<file path="src/rtl/dsp_seq_pkg.sv">
// Shared types and constants for the DSP MAC sequencer: FSM states,
// slice OPMODE values and the {vld, first} tag carried alongside each operand.
package dsp_seq_pkg;

  typedef enum logic [1:0] {
    ST_IDLE  = 2'd0,
    ST_RUN   = 2'd1,
    ST_DRAIN = 2'd2,
    ST_HOLD  = 2'd3
  } state_e;

  localparam logic [7:0] OPM_MUL = 8'h01;
  localparam logic [7:0] OPM_MAC = 8'h09;

  typedef struct packed {
    logic vld;
    logic first;
  } tag_t;

endpackage

</file>
<file path="src/rtl/dsp_mac_sequencer_tag_pipe.sv">
// Two-stage {vld, first} shift register that mirrors the slice's M and P
// pipeline stages and turns each stage's tag into a CE / OPMODE.
module dsp_seq_tag_pipe
  import dsp_seq_pkg::*;
(
  input  logic       clk,
  input  logic       rst,
  input  logic       fire_i,
  input  logic       first_i,
  output logic       ce_m_o,
  output logic       ce_p_o,
  output logic [7:0] opmode_o
);

  tag_t s1_q;
  tag_t s2_q;

  // A bubble shifts an all-zero tag, so CE stays low and the slice holds.
  always_ff @(posedge clk or posedge rst) begin
    if (rst) begin
      s1_q <= '0;
      s2_q <= '0;
    end else begin
      s1_q.vld   <= fire_i;
      s1_q.first <= fire_i & first_i;
      s2_q       <= s1_q;
    end
  end

  assign ce_m_o   = s1_q.vld;
  assign ce_p_o   = s2_q.vld;
  assign opmode_o = s2_q.first ? OPM_MUL : OPM_MAC;

endmodule

</file>
<file path="src/rtl/dsp_mac_sequencer.sv">
// Sequencer for a DSP48A1-style MAC slice: accepts a job length and operand
// stream, steps the slice CEs/OPMODE, and returns the final P on a result
// handshake. Optional macro DSP_SEQ_SAT_EN saturates the result and adds res_sat.
//
// Handshakes: a transfer happens on a clock edge where valid and ready are both
// high; valid, once raised, holds with stable data until that transfer.
module dsp_mac_sequencer
  import dsp_seq_pkg::*;
#(
  parameter int A_W   = 18,
  parameter int B_W   = 18,
  parameter int P_W   = 48,
  parameter int LEN_W = 8,
  parameter int OUT_W = 32
) (
  input  logic             clk,
  input  logic             rst,
  input  logic             start,
  input  logic [LEN_W-1:0] cfg_len,
  output logic             busy,
  input  logic             in_valid,
  output logic             in_ready,
  input  logic [A_W-1:0]   in_a,
  input  logic [B_W-1:0]   in_b,
  output logic [A_W-1:0]   dsp_a,
  output logic [B_W-1:0]   dsp_b,
  output logic             dsp_ce_in,
  output logic             dsp_ce_m,
  output logic             dsp_ce_p,
  output logic [7:0]       dsp_opmode,
  input  logic [P_W-1:0]   dsp_p,
  output logic             res_valid,
  input  logic             res_ready,
  output logic [OUT_W-1:0] res_data,
`ifdef DSP_SEQ_SAT_EN
  output logic             res_sat,
`endif
  output logic             done,
  output state_e           dbg_state
);

  state_e           state_q;
  logic [LEN_W-1:0] rem_q;
  logic [LEN_W-1:0] rem_d;
  logic             first_q;
  logic             busy_q;
  logic             res_valid_q;
  logic             done_q;
  logic             fire;
  logic             ce_m;
  logic             ce_p;

  assign in_ready  = (state_q == ST_RUN);
  assign fire      = in_ready & in_valid;
  assign rem_d     = rem_q - LEN_W'(1);
  assign dsp_a     = in_a;
  assign dsp_b     = in_b;
  assign dsp_ce_in = fire;

  always_ff @(posedge clk or posedge rst) begin
    if (rst) begin
      state_q     <= ST_IDLE;
      rem_q       <= '0;
      first_q     <= 1'b0;
      busy_q      <= 1'b0;
      res_valid_q <= 1'b0;
      done_q      <= 1'b0;
    end else begin
      done_q <= 1'b0;
      case (state_q)
        ST_IDLE: begin
          if (start && (cfg_len != '0)) begin
            rem_q   <= cfg_len;
            first_q <= 1'b1;
            busy_q  <= 1'b1;
            state_q <= ST_RUN;
          end
        end
        ST_RUN: begin
          if (fire) begin
            rem_q   <= rem_d;
            first_q <= 1'b0;
            if (rem_q == LEN_W'(1)) state_q <= ST_DRAIN;
          end
        end
        ST_DRAIN: begin
          // Last product is in P stage with nothing behind it: P is final next cycle.
          if (ce_p && !ce_m) begin
            res_valid_q <= 1'b1;
            state_q     <= ST_HOLD;
          end
        end
        ST_HOLD: begin
          if (res_ready) begin
            res_valid_q <= 1'b0;
            busy_q      <= 1'b0;
            done_q      <= 1'b1;
            state_q     <= ST_IDLE;
          end
        end
        default: state_q <= ST_IDLE;
      endcase
    end
  end

  dsp_seq_tag_pipe u_tag_pipe (
    .clk      (clk),
    .rst      (rst),
    .fire_i   (fire),
    .first_i  (first_q),
    .ce_m_o   (ce_m),
    .ce_p_o   (ce_p),
    .opmode_o (dsp_opmode)
  );

  assign dsp_ce_m  = ce_m;
  assign dsp_ce_p  = ce_p;
  assign busy      = busy_q;
  assign res_valid = res_valid_q;
  assign done      = done_q;
  assign dbg_state = state_q;

`ifdef DSP_SEQ_SAT_EN
  logic [P_W-OUT_W:0] hi_bits;
  logic               clip;

  // In range only when every bit above the result's sign bit matches it.
  assign hi_bits  = dsp_p[P_W-1:OUT_W-1];
  assign clip     = ~((&hi_bits) | ~(|hi_bits));
  assign res_data = !clip ? dsp_p[OUT_W-1:0] :
                    dsp_p[P_W-1] ? {1'b1, {(OUT_W-1){1'b0}}} :
                                   {1'b0, {(OUT_W-1){1'b1}}};
  assign res_sat  = res_valid_q & clip;
`else
  logic unused_p_hi;

  assign unused_p_hi = ^dsp_p[P_W-1:OUT_W];
  assign res_data    = dsp_p[OUT_W-1:0];
`endif

endmodule

</file>
<file path="config.mk">
export PLATFORM = sky130hd
export DESIGN_NAME = dsp_mac_sequencer
export DESIGN_NICKNAME = d
export VERILOG_FILES = /design/src/rtl/dsp_seq_pkg.sv /design/src/rtl/dsp_mac_sequencer_tag_pipe.sv /design/src/rtl/dsp_mac_sequencer.sv
export SDC_FILE = /design/constraint.sdc
export NUM_CORES = 1
export LEC_CHECK = 0
export CORE_UTILIZATION = 26
export DETAILED_ROUTE_END_ITERATION = 10
export PLACE_DENSITY_LB_ADDON = 0.05
export SYNTH_ARGS = -nofsm -noshare
export SYNTH_HDL_FRONTEND = slang
export SYNTH_SLANG_ARGS = --single-unit
</file>
<file path="constraint.sdc">
create_clock -name clk -period 1.8 [get_ports clk]
set_input_delay 0.36 -clock clk [delete_from_list [all_inputs] [get_ports clk]]
set_output_delay 0.36 -clock clk [all_outputs]
set_load 0.005 [all_outputs]
</file>
# After elaboration in Yosys (flattened, before gate mapping)
# Index checks and enable logic that the tools add are counted.
[classes]
addsub = 1
multipliers = 0
div_mod_pow = 0
magnitude_cmp = 0
n_eq_ne = 9
shift = 0
muxes = 19
n_bitwise = 2
n_reduce_logical = 12
[ops]
columns = ["operator", "n"]
rows = [
  ["$mux W8", 2],
  ["$pmux W8 S2", 1],
  ["$mux W2", 5],
  ["$reduce_and A3 Y1", 3],
  ["$eq A8 B1 Y1 const B", 1],
  ["$pmux W2 S4", 1],
  ["$reduce_bool A8 Y1", 1],
  ["$sub A8 B1 Y8 const B", 1],
  ["$mux W1", 6],
  ["$ne A2 B2 Y1 const B", 3],
  ["$pmux W1 S2", 3],
  ["$reduce_bool A2 Y1", 3],
  ["$reduce_and A5 Y1", 1],
  ["$eq A2 B2 Y1 const B", 2],
  ["$mux W4", 1],
  ["$ne A2 B1 Y1 const B", 2],
  ["$and A1 B1 Y1", 2],
  ["$eq A2 B1 Y1 const B", 1],
  ["$logic_and A1 B1 Y1", 2],
  ["$logic_not A2 Y1", 1],
  ["$logic_not A1 Y1", 1],
]
[word_totals]
reg_bits = 18
latchBits = 0
mem_bits_rw = 0
rom_bits = 0
out_inout_bits = 85
wordCells = 53
memories = 0

# Logic depth before layout (Yosys ltp)
[logic_depth]
ltp_word = 4
ltp_mapped = 7
ltp_nobuf = 6

# Hierarchy
# Synthesis repeated with hierarchy kept, for this count alone.
[hier_totals]
cells_unflattened = 190
area_unflattened_um2 = 1681.6
[by_module_without_submodules]
columns = ["mod", "n_inst", "cells_per_inst", "area_each_um2", "seq_area_each_um2"]
rows = [
  ["dsp_mac_sequencer", 1, 174, 1507.7, 350.3],
  ["dsp_seq_tag_pipe", 1, 16, 173.9, 100.1],
]

# Worst setup path after synthesis
# OpenSTA, ideal clock, no wires.
[synth_timing]
kind = "register to register"
start = "register state_q[1] (netlist: dbg_state[1])"
end = "register rem_q[3]"
setup_ns = 0.124
arrival_time_ns = 1.773
path_slack_ns = -0.097
stages_incl_launch_ff = 7
path_buffers = 0
synth_period_minus_slack_ns = 1.897
path_cell_list = "dfrtp_1 inv_1 ha_1 mux2i_1 a211o_1 o32ai_1 a211o_1"
[synth_via]
elab_chain_len = 4
[synth_rtl]
columns = ["element", "line", "source"]
rows = [
  ["start: declaration", "dsp_mac_sequencer.sv:42", "state_e state_q;"],
  ["start signal: assignment", "dsp_mac_sequencer.sv:62", "state_q <= ST_IDLE;"],
  ["start signal: assignment", "dsp_mac_sequencer.sv:76", "state_q <= ST_RUN;"],
  ["start signal: assignment", "dsp_mac_sequencer.sv:83", "if (rem_q == LEN_W'(1)) state_q <= ST_DRAIN;"],
  ["$eq A2 B1 Y1 *", "dsp_mac_sequencer.sv:53", "assign in_ready = (state_q == ST_RUN);"],
  ["via in_ready", "dsp_mac_sequencer.sv:22", "output logic in_ready,"],
  ["$and A1 B1 Y1", "dsp_mac_sequencer.sv:54", "assign fire = in_ready & in_valid;"],
  ["$ne A2 B1 Y1 (no source line)", "--", ""],
  ["$reduce_and A3 Y1 (no source line)", "--", ""],
  ["end signal: assignment", "dsp_mac_sequencer.sv:73", "rem_q <= cfg_len;"],
  ["end signal: assignment", "dsp_mac_sequencer.sv:81", "rem_q <= rem_d;"],
  ["end: declaration", "dsp_mac_sequencer.sv:43", "logic [LEN_W-1:0] rem_q;"],
]
# The timed path passes the listed nets; every way through them passes the cells marked *.
# A chain may end at the register's enable or synchronous reset.

# Worst setup path in the final report
[layout_timing]
start = "register rem_q[1]"
end = "register rem_q[6]"
[layout_via]
elab_chain_len = 3
[layout_rtl]
columns = ["element", "line", "source"]
rows = [
  ["$sub A8 B1 Y8", "dsp_mac_sequencer.sv:55", "assign rem_d = rem_q - LEN_W'(1);"],
  ["$mux W8", "dsp_mac_sequencer.sv:80", "if (fire) begin"],
  ["$pmux W8 S2", "dsp_mac_sequencer.sv:70", "case (state_q)"],
]
# Every way passes these cells. The select of a mux whose other input is x is not followed.

==> metrics.txt <==
Logic pwr share 0.622; Max Cap Viol 0; hold buffer count at CTS 0; die area 6714 um2; top_reg_cell synth dfrtp_1; Clock Pin Slew Worst Setup and Hold Paths 0.08 ns; min Tclk post-route 1.815 ns; RR Endpoint rem_q[6]; Finish-stage setup viols 1; Ys Warns 0; R2R depth 6; #FFs+latches synth 18; Post-DP HPWL 2.997 mm; worst slew pin tran 0.5150 ns; FMAX 551.0 MHz; Mapped Area 1662 um2; RSZ-0062 raised after global routing true; Die H 81.94 um; Port Buffer Count 22; Worst VDD drop 0.4896 mV; TritonCTS clock tree done; final setup TNS -0.01485 ns; antenna-violating nets left 0; residual DRC count 0; routed via count 1165; sequential area share after synthesis 0.2711; area of placed instances 1677 um2; WS Path Type reg -> reg; num rows 28; Routed WL 3.719 mm; failing checks setup timing; final worst path period share 1.008; Synth Area in XOR/XNOR 0; CP Max Fanout 2; Sw Share 0.3777; max-slew violations 0; layout overhead on the synthesized area 10.54%; P_leak 0.9042 nW; clock sink total 18; critical path, cell by cell inv_2 > ha_4 > or3b_4 > or3_4 > o22a_1 > o22a_1; Clock Skew 0.006022 ns; reg2reg start rem_q[1]; Worst setup endpoint rem_q[6]; NumNets Final 281; worst reg2reg setup slack -0.01 ns; Synth cell types 38; Max stage delay cell, worst path dfrtp_1; CP bufs+invs 1; area share of the largest cell type after synthesis 0.3434; WL/cell 14.82 um; element type at the critical path end flop; Critical Path Source rem_q[1]; most frequent CP cell o22a_1; crit-path leading delay family simple AND/OR/NAND/NOR gates; GRT Resource Usage Total 0.1107; Clock Latency Late Sink 0.26 ns; Pwr Total 2.835 mW; CTS buffer count 3; first-pass GRT wire length 5.664 mm; post-route cell area 1837 um2; status finished, violations left; Post-synth ARST share 1.000; count leader, synth buf_4; EDFF count, synth 0; multiplexer share of the synthesized area 0.04292; IO Pins 182; gr ovfl total 0; # diodes 0; number of cells on the critical path 6; dpl ws -0.3831 ns; Core Region 6026 um2; clock buffer depth 2; PD cells 1544 nW/um2; WHS 0.3562 ns; H-tree levels 1; initial antenna violation count 0; Root Driver clkbuf_8; Reg power frac 0.253; proportion of layout cells with a drive suffix above 1 0.3182; Setup crit start kind flop; Final WS setup -0.01485 ns; fill count 642; Vias/cell 4.641; Commonest cells post-synth 76 x buf_4, 18 x dfrtp_1, 15 x inv_1; final core occ 0.3048; die width 81.94 um; fin cells 251; Mapped Cells 188; worst path arrival time 1.97 ns; Max-slew headroom 0.6567; simple-gate share of the synthesized area 0.09639; placed cells 243; global placement routability congestion 0.7652; Worst EP required 1.96 ns; largest net degree at the start of global routing 19; endpoints failing hold 0; Synth Area in Compound Gates 0.1483; Hold Crit Class reg -> reg; Area contributors post-synth buf_4 34%, dfrtp_1 27%, ha_1 5.3%; Initial Util 0.2757; Int Pwr 1.765 mW; First-pass DRT Iterations 4; Synth Area in Adders 0.05271; vias in the first global route 1184; First DRT Iteration DRCs 22; Yosys top cell by area buf_4; Avg Inst Size Synth 8.838 um2; Switch Pwr 1.071 mW; Clock Power Share 0.124; largest family of logic cells by synthesized area buffers and inverters; Crit path largest cell delay 0.39 ns
power groups by stage:
| stage | clock (mW) | combinational (mW) | sequential (mW) |
|---|---|---|---|
| 3_5_place_dp | 0 | 1.65 | 0.718 |
| 4_1_cts | 0.370 | 1.76 | 0.718 |
| 3_3_place_gp | 0 | 1.64 | 0.717 |
| 5_1_grt | 0.381 | 1.97 | 0.746 |
| 2_1_floorplan | 0 | 1.01 | 0.721 |
| 6_report | 0.352 | 1.76 | 0.719 |
worst min path at each step:
stage	endpoint	from	cells after the start	slack [ns]
final	u_tag_pipe.s2_q[0]	u_tag_pipe.s1_q[0]	0	0.36
after global routing	u_tag_pipe.s2_q[0]	u_tag_pipe.s1_q[0]	0	0.37
after CTS	u_tag_pipe.s2_q[0]	u_tag_pipe.s1_q[0]	0	0.36
after detailed placement	u_tag_pipe.s2_q[0]	u_tag_pipe.s1_q[0]	0	0.34
after global placement	u_tag_pipe.s2_q[0]	u_tag_pipe.s1_q[0]	0	0.34
after floorplan	busy	rst	1	0.30
layer usage:
| layer | share of wire | vias to the layer above | global-route usage |
|---|---|---|---|
| met2 | 0.47 | 66 | 0.1860 |
| met4 | 0.039 | 0 | 0.05789 |
| met1 | 0.39 | 537 | 0.1254 |
| li1 | - | 532 | - |
| met3 | 0.097 | 30 | 0.03333 |
| met5 | 0 | - | 0 |
worst reg2reg max path: stages (launching register included):
cell and delay, ns:
dfrtp_1 0.39, inv_2 0.08, ha_4 0.13, or3b_4 0.38, or3_4 0.38, o22a_1 0.16, o22a_1 0.19
state kept, by name, indices dropped and copies added, names as in the netlist:
signal             flops
res_valid              1
first_q                1
u_tag_pipe.s2_q        1
busy                   1
dbg_state              2
done                   1
u_tag_pipe.ce_m_o      1
u_tag_pipe.s1_q        1
rem_q                  8
u_tag_pipe.ce_p_o      1
repair_timing:
action                                 in CTS  in global routing
setup endpoints to repair                  11                 12
gates resized for setup                    10                 11
pin swaps                                   1                  4
endpoints found under the hold margin       0                  0
setup buffers                               2                  2
cloned                                      0                  0
cell type report:
class / count / area (um2) / share of cell area
Multi-Input combinational cell: 81 / 676.9 / 0.3685
Sequential cell: 18 / 450.4 / 0.2452
Timing Repair Buffer: 58 / 504.2 / 0.2745
Tap cell: 75 / 93.84 / 0.05109
Inverter: 15 / 56.30 / 0.03065
Clock buffer: 4 / 55.05 / 0.02997
layout by cell type, fill, tap and decap left out, types with 2 or more instances in the layout:
cell and instances:
inv_2 3, nand2_1 7, nand2b_1 2, ha_4 2, nor2_1 4, conb_1 7, clkdlybuf4s50_1 12, dlygate4sd2_1 3
a211o_1 3, ha_1 3, nand4_1 2, nor3_1 2, a21oi_1 3, clkbuf_8 4, o22a_1 3, a22o_1 2
and3_1 2, a2111oi_0 2, dfrtp_1 18, dlymetal6s2s_1 7, a221oi_1 3, mux2i_1 5, buf_4 36, ha_2 2
nand3_1 2, o22ai_1 2, o21ai_0 2, inv_1 12
kinds of logic (layout without fill, tap and decap cells):
group | after synthesis | count (layout)
multiplexers | 7 | 7
AND/OR/NAND/NOR | 30 | 30
AO/OA/AOI/OAI | 30 | 30
adder cells (fa/ha/maj) | 7 | 7
flip-flops | 18 | 18
other | 2 | 7
buffers and inverters | 94 | 77
Note: power is estimated with default switching activity, not from simulation.
